## src/rtl/pad_oneshot_gen.sv

```systemverilog
`default_nettype none
// ============================================================================
// Module   : pad_oneshot_gen
// Brief    : Paddle pulse responder for the Pong core. Emulates the two 555
//            monostable paddle circuits: every falling edge of the active-low
//            trigger starts one pulse per player. Each pulse lasts
//            BASE_CYCLES + position * STEP_CYCLES clocks.
//            Optional feature macro: PAD_BUTTON_EN. When it is defined, each
//            position comes from an up/down button register instead of the
//            direct PADx_POS inputs.
// Revision : 1.0 - initial release
// ============================================================================
module pad_oneshot_gen #(
    parameter int POS_W       = 8,
    parameter int BASE_CYCLES = 7280,
    parameter int STEP_CYCLES = 455,
    parameter int CNT_W       = 20,
    parameter int BTN_RATE    = 7159
) (
    input  logic             CLK,
    input  logic             RESET_N,
    input  logic             PAD_TRG_N,
    input  logic [POS_W-1:0] PAD1_POS,
    input  logic [POS_W-1:0] PAD2_POS,
    input  logic             PAD1_UP_N,
    input  logic             PAD1_DN_N,
    input  logic             PAD2_UP_N,
    input  logic             PAD2_DN_N,
    output logic             PAD1_OUT,
    output logic             PAD2_OUT
);

    // Channel FSM encoding
    localparam logic [0:0] c_ST_IDLE  = 1'b0;
    localparam logic [0:0] c_ST_PULSE = 1'b1;

    // Trigger synchronizer stages; s3 holds the previous synchronized value
    logic             r_trg_s1;
    logic             r_trg_s2;
    logic             r_trg_s3;
    logic             w_fall;

    // Per-channel position feeding the length calculation, and pulse outputs
    logic [POS_W-1:0] w_pos [2];
    logic [1:0]       w_out;

    // Synchronize the trigger and keep one cycle of history for edge detect
    always_ff @(posedge CLK or negedge RESET_N) begin
        if (!RESET_N) begin
            r_trg_s1 <= 1'b1;
            r_trg_s2 <= 1'b1;
            r_trg_s3 <= 1'b1;
        end else begin
            r_trg_s1 <= PAD_TRG_N;
            r_trg_s2 <= r_trg_s1;
            r_trg_s3 <= r_trg_s2;
        end
    end

    // A single-cycle strobe on the high-to-low transition of the synced trigger
    assign w_fall = r_trg_s3 & ~r_trg_s2;

`ifdef PAD_BUTTON_EN
    localparam int               c_TMR_W    = (BTN_RATE > 1) ? $clog2(BTN_RATE) : 1;
    localparam logic [c_TMR_W-1:0] c_TMR_LAST = c_TMR_W'(BTN_RATE - 1);
    localparam logic [POS_W-1:0] c_POS_MID  = {1'b1, {(POS_W-1){1'b0}}};
    localparam logic [POS_W-1:0] c_POS_MAX  = {POS_W{1'b1}};

    logic [c_TMR_W-1:0] r_btn_tmr;
    logic               w_btn_tick;
    logic [1:0]         w_up_raw_n;
    logic [1:0]         w_dn_raw_n;
    logic               w_unused_pos;

    assign w_up_raw_n   = {PAD2_UP_N, PAD1_UP_N};
    assign w_dn_raw_n   = {PAD2_DN_N, PAD1_DN_N};
    assign w_unused_pos = ^{PAD1_POS, PAD2_POS};
    assign w_btn_tick   = (r_btn_tmr == c_TMR_LAST);

    // Shared free-running step timer, one tick every BTN_RATE cycles
    always_ff @(posedge CLK or negedge RESET_N) begin
        if (!RESET_N) begin
            r_btn_tmr <= '0;
        end else if (w_btn_tick) begin
            r_btn_tmr <= '0;
        end else begin
            r_btn_tmr <= r_btn_tmr + 1'b1;
        end
    end

    for (genvar gb = 0; gb < 2; gb++) begin : g_btn
        logic [1:0]       r_up_sync_n;
        logic [1:0]       r_dn_sync_n;
        logic [POS_W-1:0] r_pos;
        logic             w_up;
        logic             w_dn;

        assign w_up = ~r_up_sync_n[1];
        assign w_dn = ~r_dn_sync_n[1];

        // Two-flop synchronizers for the active-low buttons (idle high)
        always_ff @(posedge CLK or negedge RESET_N) begin
            if (!RESET_N) begin
                r_up_sync_n <= 2'b11;
                r_dn_sync_n <= 2'b11;
            end else begin
                r_up_sync_n <= {r_up_sync_n[0], w_up_raw_n[gb]};
                r_dn_sync_n <= {r_dn_sync_n[0], w_dn_raw_n[gb]};
            end
        end

        // Saturating position step on each timer tick; both/neither holds
        always_ff @(posedge CLK or negedge RESET_N) begin
            if (!RESET_N) begin
                r_pos <= c_POS_MID;
            end else if (w_btn_tick && (w_up ^ w_dn)) begin
                if (w_up && (r_pos != '0)) begin
                    r_pos <= r_pos - 1'b1;
                end else if (w_dn && (r_pos != c_POS_MAX)) begin
                    r_pos <= r_pos + 1'b1;
                end
            end
        end

        assign w_pos[gb] = r_pos;
    end
`else
    logic w_unused_btn;

    assign w_pos[0]     = PAD1_POS;
    assign w_pos[1]     = PAD2_POS;
    assign w_unused_btn = ^{PAD1_UP_N, PAD1_DN_N, PAD2_UP_N, PAD2_DN_N};
`endif

    for (genvar gc = 0; gc < 2; gc++) begin : g_chan
        logic [0:0]       r_state;
        logic [0:0]       w_state_nxt;
        logic [CNT_W-1:0] r_cnt;
        logic [CNT_W-1:0] w_cnt_nxt;
        logic [CNT_W-1:0] w_len;
        logic             r_out;
        logic             w_out_nxt;

        // Pulse length from the position visible on the acceptance cycle
        assign w_len = CNT_W'(BASE_CYCLES)
                     + CNT_W'(w_pos[gc]) * CNT_W'(STEP_CYCLES);

        // State, counter and registered output
        always_ff @(posedge CLK or negedge RESET_N) begin
            if (!RESET_N) begin
                r_state <= c_ST_IDLE;
                r_cnt   <= '0;
                r_out   <= 1'b0;
            end else begin
                r_state <= w_state_nxt;
                r_cnt   <= w_cnt_nxt;
                r_out   <= w_out_nxt;
            end
        end

        // Non-retriggerable one-shot: falls seen while pulsing are dropped.
        // A count of 0 is also treated as the final cycle so a zero-length
        // configuration cannot wrap the counter into a huge pulse.
        always_comb begin
            w_state_nxt = r_state;
            w_cnt_nxt   = r_cnt;
            w_out_nxt   = 1'b0;
            case (r_state)
                c_ST_IDLE: begin
                    if (w_fall) begin
                        w_state_nxt = c_ST_PULSE;
                        w_cnt_nxt   = w_len;
                        w_out_nxt   = 1'b1;
                    end
                end
                c_ST_PULSE: begin
                    w_out_nxt = 1'b1;
                    if (r_cnt <= CNT_W'(1)) begin
                        w_state_nxt = c_ST_IDLE;
                        w_cnt_nxt   = '0;
                        w_out_nxt   = 1'b0;
                    end else begin
                        w_cnt_nxt = r_cnt - 1'b1;
                    end
                end
                default: begin
                    w_state_nxt = c_ST_IDLE;
                    w_cnt_nxt   = '0;
                end
            endcase
        end

        assign w_out[gc] = r_out;
    end

    assign PAD1_OUT = w_out[0];
    assign PAD2_OUT = w_out[1];

endmodule
`default_nettype wire

```

## config.mk

```make
export PLATFORM = sky130hd
export DESIGN_NAME = pad_oneshot_gen
export DESIGN_NICKNAME = d
export VERILOG_FILES = /design/src/rtl/pad_oneshot_gen.sv
export SDC_FILE = /design/constraint.sdc
export NUM_CORES = 1
export LEC_CHECK = 0
export BUFFER_PORTS_ARGS = -buffer_cell sky130_fd_sc_hd__buf_2
export CAP_MARGIN = 20
export CORE_ASPECT_RATIO = 1.75
export CORE_MARGIN = 2
export CORE_UTILIZATION = 65
export DETAILED_ROUTE_END_ITERATION = 16
export PLACE_DENSITY_LB_ADDON = 0.12
export SYNTH_ARGS = -nofsm -noshare
export SYNTH_HDL_FRONTEND = slang
export SYNTH_SLANG_ARGS = --single-unit
```

## constraint.sdc

```tcl
create_clock -name CLK -period 4.5 [get_ports CLK]
set_clock_uncertainty 0.05 [all_clocks]
set_input_delay 0.675 -clock CLK [delete_from_list [all_inputs] [get_ports CLK]]
set_output_delay 0.675 -clock CLK [all_outputs]
set_load 0.05 [all_outputs]
```

# Word-level counts from Yosys, hierarchy flattened
# Cells that the tools add are included.
# classes
magnitude_cmp	2
mux	11
n_eq_ne	2
n_addsub	4
bitwise	4
mul	2
# op_table
operator	n
20-bit two-way mux	4
20-bit case mux with 2 select lines	2
20-bit by 1-bit <= comparator with 1-bit output, second input constant	2
20-bit by 1-bit subtractor with 20-bit output, second input constant	2
13-bit by 17-bit adder with 18-bit output, first input constant	2
8-bit by 9-bit multiplier with 17-bit output, second input constant	2
2-bit inequality test, second input constant	2
1-bit case mux with 2 select lines	2
1-bit two-way mux	3
1-bit inverter	3
1-bit AND	1
# word_totals
regBits	45
wordCells	32
output_inout_bits	2

# Longest topological paths before layout
# logic_depth
word_depth	4
depth_mapped	16
ltp_nobuf	16

# Least setup slack after synthesis
# OpenSTA, ideal clock, no wires.
# synth_timing
kind	in2reg
startpoint	input port PAD2_POS[5]
endpoint	register g_chan[1].r_cnt[16]
arrival_time_ns	4.055
path_stages	13
setup_slack_ns	0.269
required_ns	4.324
path_cell_list	fa_1 > fa_1 > inv_1 > fa_1 > fa_1 > inv_1 > ha_1 > o21a_1 > o31a_1 > o31ai_1 > o21ai_0 > xor2_1 > a221o_1
# synth_via
elab_chain_len	4
# synth_rtl
element	line_no	text
start: declaration	24	input logic [POS_W-1:0] PAD2_POS,
8-bit by 9-bit multiplier with 17-bit output	146	+ CNT_W'(w_pos[gc]) * CNT_W'(STEP_CYCLES);
13-bit by 17-bit adder with 18-bit output	146	
20-bit two-way mux	170	if (w_fall) begin
20-bit case mux with 2 select lines	168	case (r_state)
end signal: assignment	156	r_cnt <= w_cnt_nxt;
end: declaration	138	logic [CNT_W-1:0] r_cnt;
# No other way between the ends. The select of a mux whose other input is x is not followed.
# A chain may end at the register's enable or synchronous reset.

# Worst setup path after layout
# Same ends and word-level chain as after synthesis.

==> flow_summary_export.csv <==
group,metric,value,unit
finish,design.final.nets,825,
synth,synth.yosys.seq_area_share,0.201,
finish,utilization,0.729,
synth,yosys.area.top_type,"ha_1",
routing,met2_wirelength,7.65,mm
synth,synth.top_cell.area_share,0.189,
synth,synth.cell_area,5630,um2
cts,cts_repair_resize_count,0,
synth,synth-seq-cells,45,
placed_design,gp_congestion,0.887,
routing,wl_met1,5.02,mm
floorplan,fp.dieArea,9450,um2
cts,clock_tree.htree_level_count,2,
routing,1st_pass_router_iterations,6,
sta,period_share,0.948,
floorplan,die-height,127,um
floorplan,dieWidth,74.3,um
power_and_ir_drop,cellLeakagePower,2.95,nW
cts,cts_tree,"done",
power_and_ir_drop,powerDensity,551,nW/um2
synth,synth_cell_type_count,65,
finish,nFillCells,663,
cts,post_cts_hold_buffer_count,0,
sta,rsz0062_at_grt,"no",
worst_setup_path,cells_traversed_along_the_worst_timing_path,"buf_2 > fa_1 > fa_1 > inv_1 > fa_1 > fa_1 > inv_1 > ha_1 > o21a_1 > o31a_1 > o31ai_1 > o21ai_0 > xor2_1 > a221o_1",
worst_setup_path,timing.critical_path.from_type,"input port",
synth,syn-mean-instance-area,8.63,um2
routing,maxUsedRoutingLayer,"met4",
cts,clk_path_buf_depth,2,
finish,diodes,0,
synth,async_flop_share,1.00,
sta,max_clock_freq,0.234,GHz
power_and_ir_drop,vdd_ir_drop_max,0.000380,V
routing,met3_length,304,um
placed_design,placed_cells_incl_taps,786,
floorplan,effective_utilization_at_floorplan,0.673,
routing,ant_nets,0,
synth,synthesis.nets,798,
status,run_status,"finished clean",
global_route,grt_max_degree,46,
finish,area_growth_syn_to_fin,8.38,%
min_path,worstHoldPathType,"input port to asynchronous set/reset pin",
global_route,grt_pass1_wl,22.3,mm
cts,cts-buffers-inserted,5,
job,reported_max_cap_violation_count,0,
sta,setup_violations,0,
synth,synthFlopType,"dfrtp_1",
worst_setup_path,crit_arrival,4.39,ns
finish,final_layout_size_suffix_gt1_frac,0.0824,
worst_setup_path,setup.worst_path.class,"input port to flip-flop",
placed_design,placed_cell_area,5910,um2
placed_design,port_buffers,20,
routing,first_iter_violations,231,
finish,final_design_area_no_fill,6100,um2
floorplan,placementRows,44,
sta,report.final.slew_viol_count,0,
worst_setup_path,crit_path_max_fanout,3,
routing,detail_route.wl_per_cell,17.2,um
worst_setup_path,worstSetupEndpointType,"flip-flop",
placed_design,dpl_worst_slack,-0.0412,ns
synth,syn-instance-count,652,
finish,final-instance-count-excl-fill,795,
sta,finalSetupTns,0,ns
worst_setup_path,critical_path.most_common_cell,"fa_1",
global_route,grt.total_usage,0.303,
worst_setup_path,worstPathRequired,4.62,ns
worst_setup_path,cp_slowest_cell,"fa_1",
sta,worst_slew_pin_slew,1.07,ns
sta,slew_headroom,0.281,
worst_setup_path,timing.critical_path.slowest_cell_delay,0.56,ns
synth,count_of_synthesis_stage_warnings_from_yosys,0,
global_route,first_global_vias,4968,
placed_design,dpl.hpwl,11.1,mm
cts,cts_setup_buffers,0,
cts,clock_tree.root_cell,"clkbuf_16",
synth,synth.most_common_cell,"ha_1",
cts,worst_setup_hold_path_clk_slew,0.07,ns
worst_setup_path,worst-path-buf-inv,3,
routing,vias,4906,
global_route,overflow,0,
sta,final.setup.worst_slack,0.232,ns
synth,synth.cells.most_frequent,"85 x ha_1, 84 x inv_1, 53 x nor2_1",
global_route,initial_antenna_violation_count,0,
sta,hold_viol,0,
floorplan,top_level_ports,25,
routing,totalWireLength,13.6,mm
routing,detail_route.drc_violations,0,
synth,number_of_flops_mapped_to_enable_cells_by_yosys,0,
power_and_ir_drop,totalPowerFinal,3.36,mW
synth,post_synth_main_area_contributors,"ha_1 19%, dfrtp_1 19%, fa_1 14%, inv_1 5.6%, o21ai_0 4.0%",
worst_setup_path,cpLargestDelayFamily,"adder cells",
cts,later_pin_clock_latency_in_the_skew_report,0.29,ns
cts,clock_sinks,45,
sta,min_period,4.27,ns
routing,drt-vias-per-instance,6.17,
floorplan,core,8370,um2
sta,worst_hold_slack,0.252,ns
[flip-flops by register name, summed over array words and instances, names as in the netlist]
signal and cells:
g_chan.r_cnt 40, r_trg_s2 1, r_trg_s1 1, r_trg_s3 1
PAD1_OUT 1, PAD2_OUT 1
[final timing paths]
kind,start,depth (start not counted),slack [ns],to
setup / recovery,PAD2_POS[5],14,0.23,g_chan[1].r_cnt[16]$_DFFE_PN0P_
hold / removal,RESET_N,1,0.25,g_chan[1].r_cnt[18]$_DFFE_PN0P_
setup reg to reg,g_chan[0].r_cnt[4]$_DFFE_PN0P_,6,1.51,g_chan[0].r_cnt[11]$_DFFE_PN0P_
hold reg to reg,r_trg_s1$_DFF_PN1_,0,0.30,r_trg_s2$_DFF_PN1_
max in group asynchronous,RESET_N,2,3.58,r_trg_s1$_DFF_PN1_
min in group CLK,r_trg_s1$_DFF_PN1_,0,0.30,r_trg_s2$_DFF_PN1_
[per-layer routing]
metal	GRT usage	up-vias
met2	0.576	114
li1	-	2349
met4	0.143	0
met5	0	-
met3	0.0331	35
met1	0.317	2408
[cells in the final DEF, fill, tap and decap left out, types with 6 or more instances in the layout]
cell,n
ha_1,85
o22ai_1,6
nor2_1,53
nand2_1,44
a21oi_1,34
nor3_1,25
buf_2,20
a21o_1,11
nand3_1,11
dfrtp_1,42
buf_4,15
a221o_1,6
nand2b_1,7
xor2_1,14
a211oi_1,7
nor4_1,9
o21ai_0,45
fa_1,38
inv_1,84
o31ai_1,8
xnor2_1,15
[where the power goes]
part	internal (mW)	leakage [nW]	switching [mW]
Sequential	0.565	0.560	0.212
Clock	0.263	0.0810	0.159
Combinational	0.918	2.31	1.24
Total	1.75	2.95	1.61
[cell type report]
| cell class | instances | area [um2] | area share |
|---|---|---|---|
| Multi-Input combinational cell | 507 | 4110 | 0.674 |
| Sequential cell | 45 | 1130 | 0.185 |
| Inverter | 84 | 315 | 0.0517 |
| Timing Repair Buffer | 36 | 233 | 0.0382 |
| Tap cell | 115 | 144 | 0.0236 |
| Clock buffer | 6 | 129 | 0.0211 |
| Clock inverter | 2 | 38.8 | 0.00636 |
[cells by family after synthesis]
family / Yosys count / synth area share
compound gates: 161 / 0.187
flops: 45 / 0.201
buf+inv: 100 / 0.0689
simple gates: 190 / 0.167
mux: 4 / 0.00711
xor+xnor: 29 / 0.0451
fa+ha+maj: 123 / 0.324
No activity file was read; power rests on OpenSTA's default activity.
